## config.mk

```make
export PLATFORM = sky130hd
export DESIGN_NAME = clock_seg_display
export DESIGN_NICKNAME = d
export VERILOG_FILES = /design/src/rtl/clock_seg_display_pkg.sv /design/src/rtl/clock_seg_display_seg7_decode.sv /design/src/rtl/clock_seg_display.sv
export SDC_FILE = /design/constraint.sdc
export NUM_CORES = 1
export LEC_CHECK = 0
export ABC_AREA = 1
export BUFFER_PORTS_ARGS = -buffer_cell sky130_fd_sc_hd__buf_2
export CAP_MARGIN = 10
export CELL_PAD_IN_SITES_DETAIL_PLACEMENT = 0
export CELL_PAD_IN_SITES_GLOBAL_PLACEMENT = 1
export CORE_AREA = 2 2 130 100
export DETAILED_ROUTE_END_ITERATION = 6
export DIE_AREA = 0 0 132 102
export MAX_ROUTING_LAYER = met4
export PLACE_DENSITY = 0.59
export SYNTH_ARGS = -nofsm -noshare
export SYNTH_HDL_FRONTEND = slang
export SYNTH_SLANG_ARGS = --single-unit
```

## constraint.sdc

```tcl
create_clock -name clk -period 4.6 [get_ports clk]
set_input_delay 0.23 -clock clk [delete_from_list [all_inputs] [get_ports clk]]
set_output_delay 0.23 -clock clk [all_outputs]
set_load 0.01 [all_outputs]
```

## src/rtl/clock_seg_display_pkg.sv

```systemverilog
// clock_disp_pkg: shared digit indices, segment codes and FSM state type for the clock display.
package clock_disp_pkg;
    localparam int NUM_DIGITS = 6;
    localparam int SEC_U  = 0;
    localparam int SEC_T  = 1;
    localparam int MIN_U  = 2;
    localparam int MIN_T  = 3;
    localparam int HOUR_U = 4;
    localparam int HOUR_T = 5;
    localparam logic [6:0] SEG_0     = 7'h3F;
    localparam logic [6:0] SEG_1     = 7'h06;
    localparam logic [6:0] SEG_2     = 7'h5B;
    localparam logic [6:0] SEG_3     = 7'h4F;
    localparam logic [6:0] SEG_4     = 7'h66;
    localparam logic [6:0] SEG_5     = 7'h6D;
    localparam logic [6:0] SEG_6     = 7'h7D;
    localparam logic [6:0] SEG_7     = 7'h07;
    localparam logic [6:0] SEG_8     = 7'h7F;
    localparam logic [6:0] SEG_9     = 7'h6F;
    localparam logic [6:0] SEG_BLANK = 7'h00;
    typedef enum logic {IDLE, CONV} state_t;
endpackage

```

## src/rtl/clock_seg_display_seg7_decode.sv

```systemverilog
// seg7_decode: BCD digit (plus blank flag) to active-high {g,f,e,d,c,b,a} pattern.
module seg7_decode
    import clock_disp_pkg::*;
(
    input  logic [3:0] i_bcd,
    input  logic       i_blank,
    output logic [6:0] o_seg
);
    always_comb begin
        o_seg = SEG_BLANK;
        if (!i_blank)
            case (i_bcd)
                4'd0:    o_seg = SEG_0;
                4'd1:    o_seg = SEG_1;
                4'd2:    o_seg = SEG_2;
                4'd3:    o_seg = SEG_3;
                4'd4:    o_seg = SEG_4;
                4'd5:    o_seg = SEG_5;
                4'd6:    o_seg = SEG_6;
                4'd7:    o_seg = SEG_7;
                4'd8:    o_seg = SEG_8;
                4'd9:    o_seg = SEG_9;
                default: o_seg = SEG_BLANK;
            endcase
    end
endmodule

```

## src/rtl/clock_seg_display.sv

```systemverilog
// clock_seg_display: samples HH:MM:SS, converts to BCD by repeated subtract-by-10, scans a 6-digit 7-seg display.
// Optional macro CLOCK_DISP_LEADING_ZERO_BLANK_EN blanks a zero hours-tens digit.
module clock_seg_display
    import clock_disp_pkg::*;
#(
    parameter int SCAN_DIV       = 50_000,
    parameter bit SEG_ACTIVE_LOW = 1'b1
) (
    input  logic       clk,
    input  logic       resetN,
    input  logic       load,
    input  logic [5:0] secIn,
    input  logic [5:0] minIn,
    input  logic [4:0] hourIn,
    output logic       busy,
    output logic       rangeErr,
    output logic [5:0] digitSel,
    output logic [6:0] seg
);
    localparam int PW = $clog2(SCAN_DIV);

    state_t         r_state, w_next;
    logic [5:0]     r_sec, r_min;
    logic [4:0]     r_hour;
    logic [2:0]     r_sec_t, r_min_t;
    logic [1:0]     r_hour_t;
    logic           r_err_pend, r_range_err;
    logic [3:0]     r_dig [NUM_DIGITS];
    logic [PW-1:0]  r_pre;
    logic [2:0]     r_idx;
    logic           w_done, w_blank;
    logic [5:0]     w_onehot;
    logic [6:0]     w_seg;

    assign w_done = r_sec < 6'd10 && r_min < 6'd10 && r_hour < 5'd10;

    always_ff @(posedge clk or negedge resetN)
        if (!resetN) r_state <= IDLE;
        else         r_state <= w_next;

    always_comb
        w_next = (r_state == IDLE) ? (load ? CONV : IDLE) : (w_done ? IDLE : CONV);

    always_comb begin
        busy     = r_state == CONV;
        rangeErr = r_range_err;
    end

    // Display registers move only on the commit edge, never mid-conversion.
    always_ff @(posedge clk or negedge resetN)
        if (!resetN) begin
            r_sec       <= '0;
            r_min       <= '0;
            r_hour      <= '0;
            r_sec_t     <= '0;
            r_min_t     <= '0;
            r_hour_t    <= '0;
            r_err_pend  <= 1'b0;
            r_range_err <= 1'b0;
            for (int i = 0; i < NUM_DIGITS; i++) r_dig[i] <= '0;
        end else if (r_state == IDLE && load) begin
            r_sec      <= secIn;
            r_min      <= minIn;
            r_hour     <= hourIn;
            r_sec_t    <= '0;
            r_min_t    <= '0;
            r_hour_t   <= '0;
            r_err_pend <= secIn > 6'd59 || minIn > 6'd59 || hourIn > 5'd23;
        end else if (r_state == CONV) begin
            if (w_done) begin
                r_dig[SEC_U]  <= r_sec[3:0];
                r_dig[SEC_T]  <= {1'b0, r_sec_t};
                r_dig[MIN_U]  <= r_min[3:0];
                r_dig[MIN_T]  <= {1'b0, r_min_t};
                r_dig[HOUR_U] <= r_hour[3:0];
                r_dig[HOUR_T] <= {2'b0, r_hour_t};
                r_range_err   <= r_err_pend;
            end else begin
                if (r_sec >= 6'd10) begin
                    r_sec   <= r_sec - 6'd10;
                    r_sec_t <= r_sec_t + 3'd1;
                end
                if (r_min >= 6'd10) begin
                    r_min   <= r_min - 6'd10;
                    r_min_t <= r_min_t + 3'd1;
                end
                if (r_hour >= 5'd10) begin
                    r_hour   <= r_hour - 5'd10;
                    r_hour_t <= r_hour_t + 2'd1;
                end
            end
        end

    always_ff @(posedge clk or negedge resetN)
        if (!resetN) begin
            r_pre <= '0;
            r_idx <= '0;
        end else if (r_pre == PW'(SCAN_DIV - 1)) begin
            r_pre <= '0;
            r_idx <= (r_idx == 3'd5) ? 3'd0 : r_idx + 3'd1;
        end else begin
            r_pre <= r_pre + 1'b1;
        end

`ifdef CLOCK_DISP_LEADING_ZERO_BLANK_EN
    assign w_blank = r_idx == 3'(HOUR_T) && r_dig[HOUR_T] == 4'd0;
`else
    assign w_blank = 1'b0;
`endif

    seg7_decode u_dec (
        .i_bcd   (r_dig[r_idx]),
        .i_blank (w_blank),
        .o_seg   (w_seg)
    );

    assign w_onehot = 6'd1 << r_idx;
    assign digitSel = w_onehot ^ {6{SEG_ACTIVE_LOW}};
    assign seg      = w_seg ^ {7{SEG_ACTIVE_LOW}};
endmodule

```

# ---- Word-level counts from Yosys, hierarchy flattened
# Memories as Yosys holds them, arrays and structs flattened.
# Cells that the tools add are included.
dict set report totals {
  mem_count 1
  output_inout_bits 15
  romBits 112
  reg_bits 67
}
# memory words width rd rd_ports_with_merged_regs write_ports line_no
set memory_table {}
lappend memory_table {{(name not given)} 16 7 1 0 0 clock_seg_display_seg7_decode.sv:12} ;# case (i_bcd)
dict set report op_classes {
  shifts 1
  reduce_logical 13
  addsub 8
  order_cmp 10
  bitwise_logic 5
  n_eq_ne 3
  muxes 32
}
# operator n
set ops {}
lappend ops {{two-way mux 6 bit} 8}
lappend ops {{two-way mux 3 bit} 9}
lappend ops {{two-way mux 5 bit} 4}
lappend ops {{adder 16 x 1 -> 16 bit (second input constant)} 1}
lappend ops {{== test 16 bit (second input constant)} 1}
lappend ops {{two-way mux 16 bit} 1}
lappend ops {{binary-select mux 4 bit (select 3 bit)} 1}
lappend ops {{>= comparator 6 x 4 -> 1 bit (second input constant)} 2}
lappend ops {{greater-than comparator 6 bit (second input constant)} 2}
lappend ops {{less-than comparator 6 x 4 -> 1 bit (second input constant)} 2}
lappend ops {{AND reduction 3 bit} 4}
lappend ops {{subtractor 6 x 4 -> 6 bit (second input constant)} 2}
lappend ops {{adder 3 x 1 -> 3 bit (second input constant)} 3}
lappend ops {{two-way mux 2 bit} 4}
lappend ops {{two-way mux 4 bit} 2}
lappend ops {{nonzero test 2 bit} 4}
lappend ops {{inverter 7 bit} 1}
lappend ops {{inverter 6 bit} 1}
lappend ops {{left shift 1 x 3 -> 6 bit (first input constant)} 1}
lappend ops {{>= comparator 5 x 4 -> 1 bit (second input constant)} 1}
lappend ops {{greater-than comparator 5 bit (second input constant)} 1}
lappend ops {{less-than comparator 5 x 4 -> 1 bit (second input constant)} 1}
lappend ops {{subtractor 5 x 4 -> 5 bit (second input constant)} 1}
lappend ops {{>= comparator 4 bit (second input constant)} 1}
lappend ops {{other kinds (8)} 14}

# ---- Depth between registers and ports, before layout
dict set report logic_depth {
  word_depth 6
  mapped_depth 13
  ltp_nobuf 12
}

# ---- By module
# Synthesis repeated with hierarchy kept, for this count alone.
dict set report hier_totals {
  hier_cells 472
  hier_area_um2 3824.9
}
# mod area_per_inst_um2 cells_per_inst instances
set by_module_without_submodules {}
lappend by_module_without_submodules {clock_seg_display 3634.7 436 1}
lappend by_module_without_submodules {seg7_decode 190.2 36 1}

# ---- Least setup slack after synthesis
# OpenSTA, ideal clock, no wires.
dict set report synth_path {
  path_type {reg-to-output}
  from {register r_idx[1]}
  to {output seg[0]}
  stages_incl_launch_ff 13
  arrival_ns 1.705
  n_path_buf 1
  path_slack_ns 2.665
  cell_sequence {dfrtp_1 -> clkbuf_2 -> nor2_1 -> nand2_1 -> inv_1 -> nand2_1 -> nand2_1 -> a21oi_1 -> inv_1 -> ha_1 -> nand3b_1 -> nand3_1 -> nand2_1}
}
dict set report synth_via {
  elab_chain_len 6
}
# element line_no
set synth_lines {}
lappend synth_lines {{from (decl)} clock_seg_display.sv:30} ;# logic [2:0] r_idx;
lappend synth_lines {{from (signal assigned)} clock_seg_display.sv:100} ;# r_idx <= (r_idx == 3'd5) ? 3'd0 : r_idx + 3'd1;
lappend synth_lines {{inverter 3 -> 4 bit (implied by the code)} clock_seg_display.sv:112} ;# .i_bcd (r_dig[r_idx]),
lappend synth_lines {{binary-select mux 4 bit (select 3 bit)} clock_seg_display.sv:112}
lappend synth_lines {{two-way mux 4 bit (implied by the code) (2 in series)} clock_seg_display.sv:112}
lappend synth_lines {{memory read (16 x 7 bit)} n/a}
lappend synth_lines {{inverter 7 bit (no source line)} n/a}
lappend synth_lines {{to (decl)} clock_seg_display.sv:18} ;# output logic [6:0] seg
# No other way between the ends. The select of a mux whose other input is x is not followed.

# ---- Worst setup path in the final report
dict set report layout_path {
  from {register r_idx[0]}
  to {output seg[3]}
}
# The elaborated chain is that of the path after synthesis.

==> impl_summary.txt <==
----------------------------------------------------
[Outcome]
  Run status ... finished, final reports clean

[Yosys]
  Number of warning messages in the yosys log ... 0
  Synthesized netlist net count ... between 500 and 600
  Count of state elements after synthesis ... 67
  Register area share after synthesis ... 0.4506
  Number of distinct library cell variants in the gate-level netlist after synthesis ... 33
  Mapped Avg Cell Area ... 7.412 um2
  Syn Inst Count ... about 500
  Area of the mapped netlist ... 3721 um2

[Critical path]
  Critical path endpoint category ... output pin
  Endpoint arrival time on the critical path ... roughly 2500 ps
  Stage delay of the slowest cell on the critical path ... roughly 570 ps
  Required time worst endpoint ... 4370 ps
  Max FO, Critical Path ... 13
  Launching element of the worst setup path ... r_idx[0]
  Cell Chain, Critical Path ... nor2_1 > nand2_1 > inv_1 > nand2_1 > nand2_1 > a21oi_1 > inv_1 > ha_1 > nand3b_1 > nand3_1 > nand2_1 > buf_2
  Critical Path Start Type ... flip-flop
  Capture point of the worst reg-to-reg path ... r_dig[23]
  Worst-case register-to-register setup slack ... roughly 2500 ps
  Critical setup path kind ... reg2out
  Startpoint of the worst-slack reg-to-reg timing path ... r_hour[1]
  Cell mode on critical path ... sky130_fd_sc_hd__nand2_1
  Path depth of the worst reg2reg path ... 9
  Critical path endpoint ... seg[3]
  Critical-path cell with the highest stage delay ... sky130_fd_sc_hd__dfrtp_1

[Final layout]
  Highest-count cells in the layout ignoring fill and taps ... 165 x sky130_fd_sc_hd__nand2_1, 67 x sky130_fd_sc_hd__dfrtp_1, 63 x sky130_fd_sc_hd__inv_1
  Count of antenna diodes in the layout ... 0
  Storage element area ... 1677 um2
  Growth of design area from synthesis to finish ... 17.28%
  Layout filler cell count ... 1,313
  Layout cell share with drive strength beyond 1 ... 0.1289
  Final layout net count ... 570
  Area of the multi-input gates ... 1722 um2
  Leading cell type in the layout, fill and taps excluded ... sky130_fd_sc_hd__nand2_1

[Global route]
  First-pass GRT wire length ... 15.32 mm
  Number of antenna violations at the first check in global routing ... 0
  Total global routing overflow ... 0
  Total global-route track usage ... 0.1489
  Via count of the first global-routing pass ... about 3,000
  Largest net degree at the start of global routing ... 42

[Power]
  Peak ir drop on the vdd network ... about 270 uV
  Power per cell area ... 602.8 nW/um2
  Leakage power figure ... ~2.3 nW
  Total power of the final layout ... 2.631 mW

[CTS]
  Number of clock sinks seen by CTS ... 67
  Register clock-pin slew on the reported worst setup and hold paths ... 50 ps
  Root buffer cell ... sky130_fd_sc_hd__clkbuf_16
  Number of H-tree branching levels ... 3
  Number of hold buffers added after cts ... 0
  Number of CTS-inserted buffers ... 9
  Clock latency of the later-clocked register in the worst-skew pair ... 330 ps
  Number of gates resized after cts ... 0
  Clock tree buffer depth ... 2
  Post-CTS Setup Inserts ... 0
  Clock tree from TritonCTS ... built

[Route]
  Antenna Violating Nets Remaining ... 0
  Highest routed metal layer ... met4
  Drt first-iter violations ... 172
  WL final ... 9.125 mm
  Pre-Repair DR Iteration Count ... 4
  Routed vias ... 3,181
  Met1 Routed Length ... a little over 5 mm
  Met3 layer wire length in the routed design ... ~330 um
  Vias/cell ... between 4 and 5
  Remaining routing DRC violations ... 0
  Metal2 WL ... 3.613 mm
  Mean routed wirelength per cell ... 12.87 um

[Floorplan]
  Die boundary width ... around 130 um
  Die Outline Area ... roughly 13,000 um2
  Cell Rows ... 35
  Die Height ... 102 um
  Total core area ... approximately 12,000 um2
  IO Count ... 35
  Initial cell density of the core ... 0.3068

[Place]
  Port buffer count ... 34
  Detailed Place HPWL ... between 6 and 7 mm
  Routability-driven placement congestion ratio ... 0.7715

[Timing]
  Unrepaired setup endpoints after global routing ... false
  Fin crit share ... 0.5842
  Setup skew after layout ... 5.746 ps
  Max_slew headroom ... 0.3298
  Setup Viol. Count Final ... 0
  Final hold violations ... 0
  Post-route worst hold slack ... 69.27 ps
  Fin Setup TNS ... 0 ps
  Number of slew-limit violations in the final report ... 0
  Worst slew pin tran ... around 1000 ps
  Achievable frequency ... 372.1 MHz
  Post-layout min period ... 2687 ps

[Worst hold path]
  Path class of the lowest-slack min-delay path ... in2async

[Run]
  Max cap viols ... 0

----------------------------------------------------
[state kept, by name (all words and copies together), names as in the netlist]
register    cells
busy            1
r_dig          20
r_err_pend      1
r_hour          5
r_hour_t        2
r_idx           3
r_min           6
r_min_t         3
r_pre          16
r_sec           6
r_sec_t         3
rangeErr        1
[how the worst min path moves through the flow]
stage	cells past startpoint	to	slack, ps	start
finish	1	r_sec[1]	70	resetN
global route	3	r_min[0]	110	minIn[0]
CTS	3	r_min[0]	90	minIn[0]
detailed placement	3	r_min[0]	440	minIn[0]
global placement	3	r_hour[0]	440	hourIn[0]
floorplan	0	busy	-70	resetN
[cells in the mapped netlist]
library cell	count	share of area
sky130_fd_sc_hd__o21a_1	1	0.0020
sky130_fd_sc_hd__clkbuf_1	3	0.0030
sky130_fd_sc_hd__nor3_1	4	0.0054
sky130_fd_sc_hd__o21ai_2	3	0.0071
sky130_fd_sc_hd__nand2_2	3	0.0050
sky130_fd_sc_hd__nand2_1	165	0.17
sky130_fd_sc_hd__nor2_4	1	0.0030
sky130_fd_sc_hd__inv_1	63	0.064
sky130_fd_sc_hd__dfrtp_1	67	0.45
sky130_fd_sc_hd__clkbuf_2	1	0.0013
sky130_fd_sc_hd__nor2_2	3	0.0050
sky130_fd_sc_hd__nand4_1	5	0.0084
sky130_fd_sc_hd__nand3_1	38	0.051
sky130_fd_sc_hd__xor2_1	9	0.021
sky130_fd_sc_hd__buf_2	5	0.0067
sky130_fd_sc_hd__o21ai_0	49	0.066
sky130_fd_sc_hd__nand3b_1	1	0.0020
sky130_fd_sc_hd__xnor2_1	1	0.0024
sky130_fd_sc_hd__inv_2	6	0.0061
sky130_fd_sc_hd__a21o_1	1	0.0020
sky130_fd_sc_hd__buf_6	2	0.0061
sky130_fd_sc_hd__ha_1	12	0.040
sky130_fd_sc_hd__o21ai_1	1	0.0013
sky130_fd_sc_hd__nand2_4	1	0.0030
sky130_fd_sc_hd__o2111ai_1	1	0.0024
sky130_fd_sc_hd__o31ai_1	3	0.0061
sky130_fd_sc_hd__a31oi_1	2	0.0034
sky130_fd_sc_hd__nor2_1	35	0.035
sky130_fd_sc_hd__a21boi_0	1	0.0020
sky130_fd_sc_hd__a21oi_1	12	0.016
sky130_fd_sc_hd__or2_2	1	0.0017
sky130_fd_sc_hd__o221ai_1	1	0.0024
sky130_fd_sc_hd__or2_1	1	0.0017
[power breakdown]
| part | internal, mW | switching [mW] |
|---|---|---|
| Sequential | 0.795 | 0.163 |
| Clock | 0.462 | 0.257 |
| Combinational | 0.362 | 0.592 |
| Total | 1.62 | 1.01 |
[through the flow]
step           cell area, um2  setup slack, ps    util  instances
2_1_floorplan            3721             2665       -        502
3_3_place_gp             4050             2339  0.3339        693
3_5_place_dp             4050             2253  0.3339        693
4_1_cts                  4364             1892  0.3598        709
5_1_grt                  4364             1584  0.3598        709
6_report                 4364             1913  0.3598        709
[worst max-delay path: cells and delay by family (launching register included)]
family | cells | cell delay, ps
AO/OA/AOI/OAI | 1 | 330
adder cells (fa/ha/maj) | 1 | 210
buffers and inverters | 3 | 330
flip-flops | 1 | 570
AND/OR/NAND/NOR | 7 | 680
[cells by family (layout without fill, tap and decap cells)]
family	Yosys count	in the layout	share of synthesized area
AOI/OAI and AO/OA	75	75	0.1106
buffers and inverters	80	121	0.08675
xor gates and xnor gates	10	10	0.02354
adders and majority gates	12	12	0.04035
DFF	67	67	0.4506
and+or+nand+nor	258	258	0.2882
[routing by layer]
metal	up-vias	global-route usage
met5	-	-
met2	44	0.2063
met3	10	0.03671
met4	0	0.04013
li1	1669	-
met1	1458	0.2146
[area by class of cell]
type                    count  area share
flip-flops and latches     67      0.3842
repair buffers             36     0.04243
multi-input cells         355      0.3945
inverters                  69     0.05935
clock inverters             4     0.01089
clock buffers              12     0.06107
well taps                 166     0.04759
Power figures use the tool's default switching activity.
